`config.mk`:
```
export PLATFORM = sky130hd
export DESIGN_NAME = alu_issue_stage_flat
export DESIGN_NICKNAME = d
export VERILOG_FILES = /design/src/rtl/alu_issue_stage_pkg.sv /design/src/rtl/alu_issue_stage_if.sv /design/src/rtl/alu_issue_stage_operand_forward.sv /design/src/rtl/alu_issue_stage.sv /design/src/flat_wrapper.sv
export SDC_FILE = /design/constraint.sdc
export NUM_CORES = 1
export LEC_CHECK = 0
export ABC_CLOCK_PERIOD_IN_PS = 2000
export BUFFER_PORTS_ARGS = -buffer_cell sky130_fd_sc_hd__buf_2
export CORE_MARGIN = 2
export CORE_UTILIZATION = 40
export CTS_CLUSTER_DIAMETER = 50
export DETAILED_ROUTE_END_ITERATION = 16
export GPL_ROUTABILITY_DRIVEN = 1
export PLACE_DENSITY_LB_ADDON = 0.3
export SLEW_MARGIN = 10
export SYNTH_ARGS = -nofsm -noshare
export SYNTH_HDL_FRONTEND = slang
export SYNTH_SLANG_ARGS = --single-unit
```
`constraint.sdc`:
```
create_clock -name clock -period 2 [get_ports clock]
set_input_delay 0.3 -clock clock [delete_from_list [all_inputs] [get_ports clock]]
set_output_delay 0.3 -clock clock [all_outputs]
set_load 0.01 [all_outputs]
```
`src/rtl/alu_issue_stage_pkg.sv`:
```
// -----------------------------------------------------------------------------
// alu_issue_stage_pkg
//   Shared types for the ALU issue stage: the ALU opcode encoding and the
//   payload layouts of the execute (E) and writeback (W) slots.
// -----------------------------------------------------------------------------
package alu_issue_stage_pkg;

   localparam int unsigned ALU_DW  = 32;
   localparam int unsigned ALU_RAW = 5;

   typedef enum logic [3:0] {
      ALU_ADD  = 4'd0,
      ALU_SUB  = 4'd1,
      ALU_AND  = 4'd2,
      ALU_OR   = 4'd3,
      ALU_XOR  = 4'd4,
      ALU_SLL  = 4'd5,
      ALU_SRL  = 4'd6,
      ALU_SRA  = 4'd7,
      ALU_SLT  = 4'd8,
      ALU_SLTU = 4'd9
   } alu_op_t;

   typedef struct packed {
      alu_op_t              op;
      logic [ALU_DW-1:0]    a_value;
      logic [ALU_DW-1:0]    b_value;
      logic [ALU_RAW-1:0]   a_addr;
      logic [ALU_RAW-1:0]   b_addr;
      logic                 a_is_reg;
      logic                 b_is_reg;
      logic [ALU_RAW-1:0]   dest;
      logic                 we;
   } exec_slot_t;

   typedef struct packed {
      logic [ALU_DW-1:0]    result;
      logic                 zero;
      logic                 negative;
      logic [ALU_RAW-1:0]   dest;
      logic                 we;
   } wb_slot_t;

endpackage

```
`src/rtl/alu_issue_stage_if.sv`:
```
// -----------------------------------------------------------------------------
// alu_issue_stage_if
//   Bundles the three buses of the issue stage:
//     in_*  : decoded op from decode (valid/ready)
//     alu_* / operand_* : combinational ALU request/response
//     wb_*  : writeback slot towards regfile/flags (valid/ready)
//   slave  : the issue stage itself
//   master : the surrounding pipeline (decode, ALU, regfile)
// -----------------------------------------------------------------------------
interface alu_issue_stage_if
   import alu_issue_stage_pkg::*;
#(
   parameter int unsigned DATA_WIDTH     = ALU_DW,
   parameter int unsigned REG_ADDR_WIDTH = ALU_RAW
) ();

   logic                      in_valid;
   logic                      in_ready;
   alu_op_t                   in_alu_op;
   logic [DATA_WIDTH-1:0]     in_a_value;
   logic [DATA_WIDTH-1:0]     in_b_value;
   logic [REG_ADDR_WIDTH-1:0] in_a_addr;
   logic [REG_ADDR_WIDTH-1:0] in_b_addr;
   logic                      in_a_is_reg;
   logic                      in_b_is_reg;
   logic [REG_ADDR_WIDTH-1:0] in_dest_addr;
   logic                      in_write_en;

   alu_op_t                   alu_op;
   logic [DATA_WIDTH-1:0]     operand_a;
   logic [DATA_WIDTH-1:0]     operand_b;
   logic [DATA_WIDTH-1:0]     alu_result;
   logic                      alu_zero;
   logic                      alu_negative;

   logic                      wb_valid;
   logic                      wb_ready;
   logic [REG_ADDR_WIDTH-1:0] wb_dest_addr;
   logic                      wb_write_en;
   logic [DATA_WIDTH-1:0]     wb_result;
   logic                      wb_zero;
   logic                      wb_negative;

   modport slave (
      input  in_valid, in_alu_op, in_a_value, in_b_value, in_a_addr, in_b_addr,
             in_a_is_reg, in_b_is_reg, in_dest_addr, in_write_en,
      output in_ready,
      output alu_op, operand_a, operand_b,
      input  alu_result, alu_zero, alu_negative,
      output wb_valid, wb_dest_addr, wb_write_en, wb_result, wb_zero, wb_negative,
      input  wb_ready
   );

   modport master (
      output in_valid, in_alu_op, in_a_value, in_b_value, in_a_addr, in_b_addr,
             in_a_is_reg, in_b_is_reg, in_dest_addr, in_write_en,
      input  in_ready,
      input  alu_op, operand_a, operand_b,
      output alu_result, alu_zero, alu_negative,
      input  wb_valid, wb_dest_addr, wb_write_en, wb_result, wb_zero, wb_negative,
      output wb_ready
   );

endinterface

```
`src/rtl/alu_issue_stage_operand_forward.sv`:
```
// -----------------------------------------------------------------------------
// operand_forward
//   Per-operand hazard logic for the issue stage (one instance per operand).
//   Ports:
//     e_*_i        : operand fields held in E, plus E's dest/we and move/hold
//     w_*_i        : W slot state and whether it retires this cycle
//     in_*_i       : operand fields presented by decode
//     operand_o    : post-forwarding value driven to the ALU
//     capture_o    : value to store into E when decode's op is accepted
//     patch_o      : E must overwrite its stored value with w_result_i
// -----------------------------------------------------------------------------
module operand_forward
   import alu_issue_stage_pkg::*;
#(
   parameter int unsigned DATA_WIDTH     = ALU_DW,
   parameter int unsigned REG_ADDR_WIDTH = ALU_RAW
) (
   input  logic [DATA_WIDTH-1:0]     e_value_i,
   input  logic [REG_ADDR_WIDTH-1:0] e_addr_i,
   input  logic                      e_is_reg_i,
   input  logic                      e_hold_i,
   input  logic                      e_move_i,
   input  logic [REG_ADDR_WIDTH-1:0] e_dest_i,
   input  logic                      e_we_i,
   input  logic                      w_valid_i,
   input  logic                      w_we_i,
   input  logic [REG_ADDR_WIDTH-1:0] w_dest_i,
   input  logic [DATA_WIDTH-1:0]     w_result_i,
   input  logic                      retire_i,
   input  logic [DATA_WIDTH-1:0]     in_value_i,
   input  logic [REG_ADDR_WIDTH-1:0] in_addr_i,
   input  logic                      in_is_reg_i,
   output logic [DATA_WIDTH-1:0]     operand_o,
   output logic [DATA_WIDTH-1:0]     capture_o,
   output logic                      patch_o
);

   logic fwd_e;
   logic in_fwdable;
   logic pred_hit;
   logic ret_hit;

   // r0 and immediates are never forwarded
   assign fwd_e = e_is_reg_i & w_valid_i & w_we_i & (e_addr_i == w_dest_i)
                & (e_addr_i != '0);

   assign operand_o = fwd_e ? w_result_i : e_value_i;

   assign in_fwdable = in_is_reg_i & (in_addr_i != '0);
   assign pred_hit   = e_move_i & e_we_i & (e_dest_i == in_addr_i) & in_fwdable;
   assign ret_hit    = retire_i & w_we_i & (w_dest_i == in_addr_i) & in_fwdable;

   // The producer moving E->W is younger than the one leaving W, so it wins;
   // its value is picked up by the W forward next cycle, hence keep the raw
   // decode value here.
   always_comb begin
      capture_o = in_value_i;
      if (pred_hit) begin
         capture_o = in_value_i;
      end else if (ret_hit) begin
         capture_o = w_result_i;
      end
   end

   // Keeps a forwarded value alive if W drains while E stays put
   assign patch_o = e_hold_i & retire_i & fwd_e;

endmodule

```
`src/rtl/alu_issue_stage.sv`:
```
// -----------------------------------------------------------------------------
// alu_issue_stage
//   Execute holding slot (E) and writeback slot (W) around a combinational ALU,
//   with RAW forwarding from W.
//   Ports:
//     clock   : rising-edge clock
//     n_reset : asynchronous active-low reset
//     flush   : synchronous discard of both slots
//     bus     : decode / ALU / writeback signals (alu_issue_stage_if.slave)
//   Latency: accepted at N -> ALU ports at N+1 -> wb_* at N+2; 1 op/cycle.
// -----------------------------------------------------------------------------
module alu_issue_stage
   import alu_issue_stage_pkg::*;
#(
   parameter int unsigned DATA_WIDTH     = ALU_DW,
   parameter int unsigned REG_ADDR_WIDTH = ALU_RAW
) (
   input  logic              clock,
   input  logic              n_reset,
   input  logic              flush,
   alu_issue_stage_if.slave  bus
);

   exec_slot_t e_q, e_d;
   wb_slot_t   w_q, w_d;
   logic       e_valid_q, e_valid_d;
   logic       w_valid_q, w_valid_d;

   logic w_free;
   logic e_move;
   logic e_hold;
   logic in_ready;
   logic accept;
   logic retire;

   logic [DATA_WIDTH-1:0] a_capture, b_capture;
   logic                  a_patch, b_patch;

   assign w_free   = !w_valid_q | bus.wb_ready;
   assign e_move   = e_valid_q & w_free;
   assign e_hold   = e_valid_q & !w_free;
   assign in_ready = !e_valid_q | w_free;
   assign accept   = bus.in_valid & in_ready;
   assign retire   = w_valid_q & bus.wb_ready;

   operand_forward #(
      .DATA_WIDTH     (DATA_WIDTH),
      .REG_ADDR_WIDTH (REG_ADDR_WIDTH)
   ) u_fwd_a (
      .e_value_i   (e_q.a_value),
      .e_addr_i    (e_q.a_addr),
      .e_is_reg_i  (e_q.a_is_reg),
      .e_hold_i    (e_hold),
      .e_move_i    (e_move),
      .e_dest_i    (e_q.dest),
      .e_we_i      (e_q.we),
      .w_valid_i   (w_valid_q),
      .w_we_i      (w_q.we),
      .w_dest_i    (w_q.dest),
      .w_result_i  (w_q.result),
      .retire_i    (retire),
      .in_value_i  (bus.in_a_value),
      .in_addr_i   (bus.in_a_addr),
      .in_is_reg_i (bus.in_a_is_reg),
      .operand_o   (bus.operand_a),
      .capture_o   (a_capture),
      .patch_o     (a_patch)
   );

   operand_forward #(
      .DATA_WIDTH     (DATA_WIDTH),
      .REG_ADDR_WIDTH (REG_ADDR_WIDTH)
   ) u_fwd_b (
      .e_value_i   (e_q.b_value),
      .e_addr_i    (e_q.b_addr),
      .e_is_reg_i  (e_q.b_is_reg),
      .e_hold_i    (e_hold),
      .e_move_i    (e_move),
      .e_dest_i    (e_q.dest),
      .e_we_i      (e_q.we),
      .w_valid_i   (w_valid_q),
      .w_we_i      (w_q.we),
      .w_dest_i    (w_q.dest),
      .w_result_i  (w_q.result),
      .retire_i    (retire),
      .in_value_i  (bus.in_b_value),
      .in_addr_i   (bus.in_b_addr),
      .in_is_reg_i (bus.in_b_is_reg),
      .operand_o   (bus.operand_b),
      .capture_o   (b_capture),
      .patch_o     (b_patch)
   );

   // E slot: flush discards any handshake; payloads only change on a real load
   always_comb begin
      e_valid_d = e_valid_q;
      e_d       = e_q;
      if (flush) begin
         e_valid_d = 1'b0;
      end else if (accept) begin
         e_valid_d  = 1'b1;
         e_d.op       = bus.in_alu_op;
         e_d.a_value  = a_capture;
         e_d.b_value  = b_capture;
         e_d.a_addr   = bus.in_a_addr;
         e_d.b_addr   = bus.in_b_addr;
         e_d.a_is_reg = bus.in_a_is_reg;
         e_d.b_is_reg = bus.in_b_is_reg;
         e_d.dest     = bus.in_dest_addr;
         e_d.we       = bus.in_write_en;
      end else begin
         if (e_move) begin
            e_valid_d = 1'b0;
         end
         if (a_patch) begin
            e_d.a_value = w_q.result;
         end
         if (b_patch) begin
            e_d.b_value = w_q.result;
         end
      end
   end

   // W slot: refill from E takes priority over retire (same-cycle retire+refill)
   always_comb begin
      w_valid_d = w_valid_q;
      w_d       = w_q;
      if (flush) begin
         w_valid_d = 1'b0;
      end else if (e_move) begin
         w_valid_d    = 1'b1;
         w_d.result   = bus.alu_result;
         w_d.zero     = bus.alu_zero;
         w_d.negative = bus.alu_negative;
         w_d.dest     = e_q.dest;
         w_d.we       = e_q.we;
      end else if (retire) begin
         w_valid_d = 1'b0;
      end
   end

   always_ff @(posedge clock or negedge n_reset) begin
      if (!n_reset) begin
         e_valid_q <= 1'b0;
         w_valid_q <= 1'b0;
         e_q       <= '0;
         w_q       <= '0;
      end else begin
         e_valid_q <= e_valid_d;
         w_valid_q <= w_valid_d;
         e_q       <= e_d;
         w_q       <= w_d;
      end
   end

   assign bus.in_ready     = in_ready;
   assign bus.alu_op       = e_q.op;
   assign bus.wb_valid     = w_valid_q;
   assign bus.wb_dest_addr = w_q.dest;
   assign bus.wb_write_en  = w_q.we;
   assign bus.wb_result    = w_q.result;
   assign bus.wb_zero      = w_q.zero;
   assign bus.wb_negative  = w_q.negative;

endmodule

```
`src/flat_wrapper.sv`:
```
// flat-port wrapper written by rule: the top's interface ports become plain ports
module alu_issue_stage_flat import alu_issue_stage_pkg::*;
#(
   parameter int unsigned DATA_WIDTH     = ALU_DW,
   parameter int unsigned REG_ADDR_WIDTH = ALU_RAW
)
  (clock, n_reset, flush, bus_in_valid, bus_in_alu_op, bus_in_a_value, bus_in_b_value, bus_in_a_addr, bus_in_b_addr, bus_in_a_is_reg, bus_in_b_is_reg, bus_in_dest_addr, bus_in_write_en, bus_in_ready, bus_alu_op, bus_operand_a, bus_operand_b, bus_alu_result, bus_alu_zero, bus_alu_negative, bus_wb_valid, bus_wb_dest_addr, bus_wb_write_en, bus_wb_result, bus_wb_zero, bus_wb_negative, bus_wb_ready);
  alu_issue_stage_if #(.DATA_WIDTH(DATA_WIDTH), .REG_ADDR_WIDTH(REG_ADDR_WIDTH)) bus_i ();
  input  logic clock;
  input  logic n_reset;
  input  logic flush;
  input wire logic [$bits(bus_i.in_valid)-1:0] bus_in_valid;
  input wire logic [$bits(bus_i.in_alu_op)-1:0] bus_in_alu_op;
  input wire logic [$bits(bus_i.in_a_value)-1:0] bus_in_a_value;
  input wire logic [$bits(bus_i.in_b_value)-1:0] bus_in_b_value;
  input wire logic [$bits(bus_i.in_a_addr)-1:0] bus_in_a_addr;
  input wire logic [$bits(bus_i.in_b_addr)-1:0] bus_in_b_addr;
  input wire logic [$bits(bus_i.in_a_is_reg)-1:0] bus_in_a_is_reg;
  input wire logic [$bits(bus_i.in_b_is_reg)-1:0] bus_in_b_is_reg;
  input wire logic [$bits(bus_i.in_dest_addr)-1:0] bus_in_dest_addr;
  input wire logic [$bits(bus_i.in_write_en)-1:0] bus_in_write_en;
  output wire logic [$bits(bus_i.in_ready)-1:0] bus_in_ready;
  output wire logic [$bits(bus_i.alu_op)-1:0] bus_alu_op;
  output wire logic [$bits(bus_i.operand_a)-1:0] bus_operand_a;
  output wire logic [$bits(bus_i.operand_b)-1:0] bus_operand_b;
  input wire logic [$bits(bus_i.alu_result)-1:0] bus_alu_result;
  input wire logic [$bits(bus_i.alu_zero)-1:0] bus_alu_zero;
  input wire logic [$bits(bus_i.alu_negative)-1:0] bus_alu_negative;
  output wire logic [$bits(bus_i.wb_valid)-1:0] bus_wb_valid;
  output wire logic [$bits(bus_i.wb_dest_addr)-1:0] bus_wb_dest_addr;
  output wire logic [$bits(bus_i.wb_write_en)-1:0] bus_wb_write_en;
  output wire logic [$bits(bus_i.wb_result)-1:0] bus_wb_result;
  output wire logic [$bits(bus_i.wb_zero)-1:0] bus_wb_zero;
  output wire logic [$bits(bus_i.wb_negative)-1:0] bus_wb_negative;
  input wire logic [$bits(bus_i.wb_ready)-1:0] bus_wb_ready;
  assign bus_i.in_valid = bus_in_valid;
  assign bus_i.in_alu_op = bus_in_alu_op;
  assign bus_i.in_a_value = bus_in_a_value;
  assign bus_i.in_b_value = bus_in_b_value;
  assign bus_i.in_a_addr = bus_in_a_addr;
  assign bus_i.in_b_addr = bus_in_b_addr;
  assign bus_i.in_a_is_reg = bus_in_a_is_reg;
  assign bus_i.in_b_is_reg = bus_in_b_is_reg;
  assign bus_i.in_dest_addr = bus_in_dest_addr;
  assign bus_i.in_write_en = bus_in_write_en;
  assign bus_in_ready = bus_i.in_ready;
  assign bus_alu_op = bus_i.alu_op;
  assign bus_operand_a = bus_i.operand_a;
  assign bus_operand_b = bus_i.operand_b;
  assign bus_i.alu_result = bus_alu_result;
  assign bus_i.alu_zero = bus_alu_zero;
  assign bus_i.alu_negative = bus_alu_negative;
  assign bus_wb_valid = bus_i.wb_valid;
  assign bus_wb_dest_addr = bus_i.wb_dest_addr;
  assign bus_wb_write_en = bus_i.wb_write_en;
  assign bus_wb_result = bus_i.wb_result;
  assign bus_wb_zero = bus_i.wb_zero;
  assign bus_wb_negative = bus_i.wb_negative;
  assign bus_i.wb_ready = bus_wb_ready;
  alu_issue_stage #(.DATA_WIDTH(DATA_WIDTH), .REG_ADDR_WIDTH(REG_ADDR_WIDTH)) u_core (.clock(clock), .n_reset(n_reset), .flush(flush), .bus(bus_i));
endmodule
```
==> results by stage, run 1 <==
Synthesis:
- In this run, synthesis inferred 0 flip-flops with an integrated enable.
- The flip-flop and latch count after synthesis is 128.
- In this run the mean area of a mapped cell was 10.6 um2.
- The post-synthesis share of cell area spent on and, or, nand and nor gates is 0.136.
- The fraction of the mapped netlist area in compound gates is 0.105.
- The main combinational cell family by area after synthesis is multiplexers.
- The share of the yosys chip area belonging to registers is 0.442.
- Yosys printed 0 warnings.
- The fraction of synthesized cell area in xor and xnor cells is 0.0314.
- Synthesis instantiated 32 different standard cells from the library.
- The predominant post-synthesis flop cell is dfrtp_1.
- The share of cell area taken by muxes after synthesis is 0.227.
- Of the total synthesized cell area, the portion taken by full adders, half adders and majority gates is 0.
- The number of nets handed over by synthesis was 809.
- The mapped cell area is 7250 um2.
- The share of flip-flops with an asynchronous set or reset after synthesis is 1.00.
- Synthesis produced a netlist whose cell count is 684.

Clocking:
- Clock-pin slew was measured on the worst setup and hold paths at 60 ps.
- TritonCTS built the clock tree.
- The root buffer cell chosen for the clock tree is clkbuf_16.
- The worst-case clock buffer depth is 2.
- Clock tree synthesis found a total of 128 sinks.
- The worst-skew pair later-pin latency is 410 ps.
- The number of H-tree levels is 4.
- The number of buffers added by the clock tree synthesis step is 17.

Floorplanning:
- The floorplan step defined a die boundary enclosing 19200 um2.
- The core region is 17900 um2.
- The die height is 139 um.
- The floorplan step set the die width to 139 um.
- The initial core utilization is 0.405.
- During I/O placement, the number of pins put on the boundary was 235.
- The placement row count is 49.

Cells and area:
- The area growth from synthesis to layout is 44.5%.
- In the final layout, the share of cells above drive strength 1 is 0.570.
- In the layout the commonest cells are 172 x buf_2, 126 x dfrtp_1, 67 x nor2_1, 67 x buf_6, 66 x mux2_2.
- For this run, the post-layout net count is 1047.
- The non-filler instance count after layout is 1165.
- The commonest non-fill, non-tap cell in the layout is buf_2.

Global route:
- Entering global routing, the biggest net connects 46 pins.
- The via count of the first global-routing pass was 6682.
- The wire length of the first global-routing pass is 38.2 mm.
- The global-route congestion overflow total is 0.
- The initial antenna violation count came to 1.
- For this run, the total global-route usage over all layers was measured as 0.256.

Power:
- In this run the static leakage power is 0.00476 uW.
- The switching share of power is 0.314.
- For this design the total switching power over the nets is 2950 uW.
- The internal power of the cells totals 6450 uW.
- The power per cell area is 898 nW/um2.
- The worst-case vdd ir drop is 0.795 mV.
- The clock network fraction of design power is 0.325.
- Of the total power, combinational logic draws 0.294.
- The fraction of power consumed by sequential logic is 0.381.

Critical path:
- The worst setup path is of the flip-flop to output pin kind.
- At the worst endpoint, the required time is 1700 ps.
- The signal on the critical path passes through xnor2_2, nand3_1, or4_4, buf_12, mux2_2, buf_2.
- STA classifies the critical path endpoint as an output pin.
- The worst path buffer plus inverter count is 2.
- The critical-path maximum fanout is 16.
- At the worst endpoint, the arrival time is 2340 ps.
- Broken down by cell family, the worst path's largest delay share belongs to simple AND/OR/NAND/NOR gates.
- The largest single stage delay on the critical path is 590 ps.
- The startpoint type of the worst setup path is a flip-flop.
- The slowest cell on the critical path is or4_4.

STA:
- The count of endpoints failing hold in the final timing report is 0.
- Setup total negative slack on the finished layout was measured at -39360 ps.
- The actual slew at the worst max-slew pin is 545 ps.
- The final max-slew violation count is 0.
- In the finished design, the share of the clock period the worst path needs comes to 1.32.
- Derived from the worst setup path, the maximum achievable clock frequency is 378 MHz.
- The number of failing setup endpoints in the final timing report is 92.
- The relative slew slack is 0.637.
- The shortest period the worst path allows is 2640 ps.
- The worst setup skew after layout is 8.07 ps.
- Across all setup checks in the final design, the least slack found is -642 ps.
- Setup repair after global routing could not meet its margin everywhere.

Status:
- The checks that failed: setup timing.
- The run finished, with violations left.

Routing:
- The per-cell via count in the routed design is 5.65.
- For this block, the initial DRC count from the detailed router was 426.
- The detail route stage leaves a number of antenna-violating nets equal to 0.
- The routed design has 25.1 mm of wire.
- The DRC violation count after routing is 0.
- The first TritonRoute pass finished after 5 iterations.
- The total vias in the final route is 6580.
- The average wire length per cell after detail routing is 21.5 um.

Placed design:
- The routability congestion estimate is 0.827.
- In this run, placement finished with an instance count of 1116.
- During placement, the flow inserted port buffers numbering 234.
- Summed over all nets, the half-perimeter wirelength after detailed placement is 15.5 mm.

Run:
- The count of maximum capacitance violations is 0.

Worst hold path:
- The path class of the lowest-slack min-delay path is primary input to flip-flop.
==> worst register-to-register path, stage by stage, from the launching register on <==
cell and delay [ps]:
dfrtp_1 420, buf_6 140, nor2b_4 120, or4_4 570
o21ai_4 170, buf_6 150, buf_12 150, o21ai_2 60
a31oi_1 200
==> layer usage <==
| metal | up-vias | GRT usage | wire [um] |
|---|---|---|---|
| met4 | 0 | 0.0978 | 786 |
| li1 | 2973 | - | - |
| met1 | 3263 | 0.329 | 10300 |
| met2 | 297 | 0.424 | 12500 |
| met5 | - | 0 | 0 |
| met3 | 47 | 0.0549 | 1490 |
==> area by class of cell <==
class | instances | area [um2]
Antenna cell | 2 | 5.00
Clock buffer | 22 | 474
Clock inverter | 9 | 109
Fill cell | 1523 | 7430
Multi-Input combinational cell | 485 | 4040
Sequential cell | 128 | 3210
Tap cell | 229 | 287
Timing Repair Buffer | 290 | 2350
==> synthesized netlist by cell type, types with 2 or more instances <==
| master | number | area share |
|---|---|---|
| buf_2 | 15 | 0.010 |
| or4_1 | 4 | 0.0041 |
| nand2_1 | 5 | 0.0026 |
| o21ai_1 | 4 | 0.0028 |
| mux2_1 | 2 | 0.0031 |
| mux2_2 | 64 | 0.099 |
| xor2_1 | 14 | 0.017 |
| and3_1 | 33 | 0.028 |
| buf_1 | 2 | 0.0010 |
| or2_2 | 2 | 0.0017 |
| nor2_1 | 68 | 0.035 |
| mux2_4 | 60 | 0.12 |
| nor3_1 | 2 | 0.0014 |
| a31oi_1 | 64 | 0.055 |
| o21ai_0 | 62 | 0.043 |
| dfrtp_1 | 128 | 0.44 |
| a21oi_1 | 3 | 0.0021 |
| buf_6 | 3 | 0.0047 |
| buf_12 | 6 | 0.017 |
| nor4_1 | 6 | 0.0052 |
| xnor2_1 | 12 | 0.014 |
| buf_4 | 5 | 0.0052 |
| clkbuf_1 | 40 | 0.021 |
| nand3_1 | 72 | 0.050 |
==> cells by family (layout without fill, tap and decap cells) <==
logic type      Yosys count  in the layout
flops                   128            128
mux                     126            126
other cells               0              2
xor+xnor                 26             26
compound gates          135            135
simple gates            198            198
buf+inv                  71            321
==> per-stage QoR <==
stage / setup slack, ps / utilization / hold WS, ps / total power, uW / cell area, um2
after floorplan: -157 / - / 4.41 / 4810 / 7310
after global placement: -346 / 0.493 / 307 / 5810 / 8830
after detailed placement: -403 / 0.493 / 308 / 5850 / 8830
after CTS: -677 / 0.575 / 97.9 / 9430 / 10300
after global routing: -721 / 0.585 / 97.3 / 9840 / 10500
final: -642 / 0.585 / 116 / 9410 / 10500
==> power groups by stage <==
stage	logic, uW	clock network [uW]	registers (uW)
final	2760	3060	3590
after global routing	2950	3240	3650
after CTS	2760	3100	3570
after detailed placement	2260	0	3590
after global placement	2220	0	3590
after floorplan	1350	0	3450
==> timing repair <==
item	4_1_cts	5_1_grt
hold buffers	1	0
buffers inserted	6	2
pin swaps	47	44
hold endpoints to repair	32	0
gates resized for setup	155	38
setup endpoints to repair	98	128
cloned	7	3
==> path summary, 6_finish.rpt <==
path | from | slack [ps] | cells past startpoint | endpoint
max | u_core.e_q[8] | -640 | 6 | bus_operand_b[31]
min | flush | 120 | 2 | u_core.bus.wb_valid
max reg2reg | u_core.bus.wb_valid | -70 | 8 | u_core.e_q[20]
min reg2reg | u_core.bus.alu_op[0] | 500 | 1 | u_core.bus.alu_op[0]
max in group asynchronous | n_reset | 910 | 3 | u_core.e_q[76]
min in group asynchronous | n_reset | 410 | 2 | u_core.bus.wb_result[23]
==> flip-flops by register name, indices dropped and copies added, names as in the netlist <==
name,cells
u_core.bus.alu_op,4
u_core.bus.wb_dest_addr,5
u_core.bus.wb_valid,1
u_core.bus.wb_zero,1
u_core.bus.wb_negative,1
u_core.e_q,82
u_core.bus.wb_write_en,1
u_core.bus.wb_result,32
u_core.e_valid_q,1
Power figures use the tool's default switching activity.
==> inputs of run 2 (changes only) <==
- RECOVER_POWER: not set -> 25
==> results by stage, run 2 (synthesis results as in run 1) <==
STA:
- Across the routed clock network, the largest skew measured is 8.09 ps.
- The count of endpoints failing hold in the final timing report was 0.
- The share of the clock period used by the worst path is 1.32.
- The actual slew at the worst max-slew pin is 1010 ps.
- The worst-case setup margin in the final layout is -643 ps.
- Setup repair after global routing could not meet its margin everywhere.
- The final max-slew violation count is 0.
- The relative slew slack is 0.327.
- Setup violations remaining at the end of the flow were counted as 102.
- The fmax is 378 MHz.
- The shortest period the worst path allows is 2640 ps.

Cells and area:
- Once layout is complete, the utilization of the core stands at 0.583.
- The register with the most flip-flops is u_core.e_q.
- In the layout the commonest cells are 172 x buf_2, 126 x dfrtp_1, 67 x nor2_1.
- The commonest non-fill, non-tap cell in the layout is buf_2.
- In the final layout, the share of cells above drive strength 1 is 0.566.
- The register with the most flip-flops in the layout has 82 of them.
- From synthesis to final layout, the design area changed by 44.0%.
- In the final design database the tool counted 1047 nets.

Clocking:
- In this run the number of H-tree levels came out at 4.
- Clock tree synthesis found a total of 128 sinks.
- The number of buffers added by the clock tree synthesis step is 17.
- The cell sitting at the root of the clock tree is a clkbuf_16.
- No sink is reached through more buffers than the 2 on the longest clock path.
- The clock tree from TritonCTS is built.
- The clock slew seen by the registers of the worst setup and hold paths is 60 ps.
- For the worst-skew pair, the clock arrives at the later sink with an insertion delay of 410 ps.

Critical path:
- The critical-path maximum fanout is 16.
- The type of destination of the critical path is an output pin.
- The worst setup path is launched from a flip-flop.
- The data required time of the critical path is 1700 ps.
- The start-to-end type of the worst setup path is flip-flop to output pin.
- The arrival time of data at the critical path endpoint is 2340 ps.

Placed design:
- The routability congestion estimate is 0.827.
- The placed wire-length estimate is 15.5 mm.
- The worst slack at placement is -403 ps.
- The number of port buffers is 234.

Worst hold path:
- The path class of the lowest-slack min-delay path is primary input to flip-flop.

Power:
- The leakage power figure is 0.00475 uW.
- The worst-case IR drop observed on VDD is 0.793 mV.
- The power per cell area is 900 nW/um2.

Routing:
- The total vias in the final route is 6616.
- For this block, the routed nets add up to 25.1 mm of wire.
- The detailed router finished its first iteration with 471 violations.
- Once detail routing completed, the nets flagged for antenna violations numbered 0.
- The DRC violation count after routing is 0.
- In the routed layout, each cell is associated on average with a via count of 5.68.
- Before antenna repair, the detailed router went through 5 iterations.
- In the final routed layout, each cell accounts on average for 21.6 um.

Floorplanning:
- The die height is 139 um.
- The floorplan step defined a core boundary enclosing 17900 um2.
- The floorplan has 49 rows.
- The number of top-level design ports is 235.
- The initial utilization of the core area, before any placement, comes to 0.405.
- The die is 139 um wide.
- The die covers 19200 um2.

Status:
- The run finished, with violations left.
- The final reports fail on setup timing.

Global route:
- Entering global routing, the biggest net connects 46 pins.
- The via count of the first global-routing pass is 6682.
- The total overflow left after global routing is 0.
- The initial antenna violation count was 1.
- The overall fraction of global-route tracks in use is 0.256.
- The wire length of the first global-routing pass is 38.2 mm.

Run:
- The count of maximum capacitance violations is 0.
-- run 2: cell type report --
| class | instances | area (um2) |
|---|---|---|
| antenna | 1 | 2.50 |
| clock buffer | 22 | 474 |
| clock inverter | 9 | 109 |
| fill | 1526 | 7460 |
| multi-input combinational | 485 | 4040 |
| sequential | 128 | 3210 |
| tap | 229 | 287 |
| timing repair buffer | 290 | 2320 |
-- run 2: layer usage --
layer	vias up	track usage	part of all wire
met4	0	0.0978	0.031
met2	318	0.424	0.50
met3	46	0.0549	0.061
met5	-	0	0
met1	3275	0.329	0.41
li1	2977	-	-
-- run 2: final timing paths --
path	start	to	slack (ps)	cells past startpoint
max in group asynchronous	n_reset	u_core.bus.wb_result[13]	250	3
setup / recovery	u_core.e_q[8]	bus_operand_b[31]	-640	6
setup reg to reg	u_core.bus.wb_valid	u_core.e_q[34]	-70	8
hold / removal	flush	u_core.bus.wb_valid	120	2
min in group asynchronous	n_reset	u_core.bus.wb_result[23]	580	2
hold reg to reg	u_core.bus.alu_op[0]	u_core.bus.alu_op[0]	500	1
-- run 2: timing repair --
action | in CTS | in global routing
pin swaps | 47 | 44
hold buffers | 1 | 0
buffers inserted | 6 | 2
endpoints found under the hold margin | 32 | 0
resized for setup | 155 | 38
cloned | 7 | 3
endpoints found under the setup margin | 98 | 128
-- run 2: critical path, cell delays in order (launching register included) --
cell	delay, ps
dfrtp_1	430
xnor2_2	170
nand3_1	90
or4_4	590
buf_12	210
mux2_2	300
buf_2	140
-- run 2: where the power goes --
| part | leakage [uW] | internal [uW] | switching [uW] |
|---|---|---|---|
| combinational | 0.00301 | 1510 | 1240 |
| clock | 0.000274 | 1920 | 1140 |
| sequential | 0.00146 | 3020 | 573 |
-- run 2: stage by stage --
stage	area, um2	power [uW]	hold WS, ps	instances	setup TNS (ps)
3_3_place_gp	8830	5810	307	1116	-22440
4_1_cts	10300	9430	97.9	1161	-47040
2_1_floorplan	7310	4810	4.41	684	-9010
6_report	10400	9400	115	1164	-39770
5_1_grt	10400	9830	97.3	1164	-48810
3_5_place_dp	8830	5850	308	1116	-26070
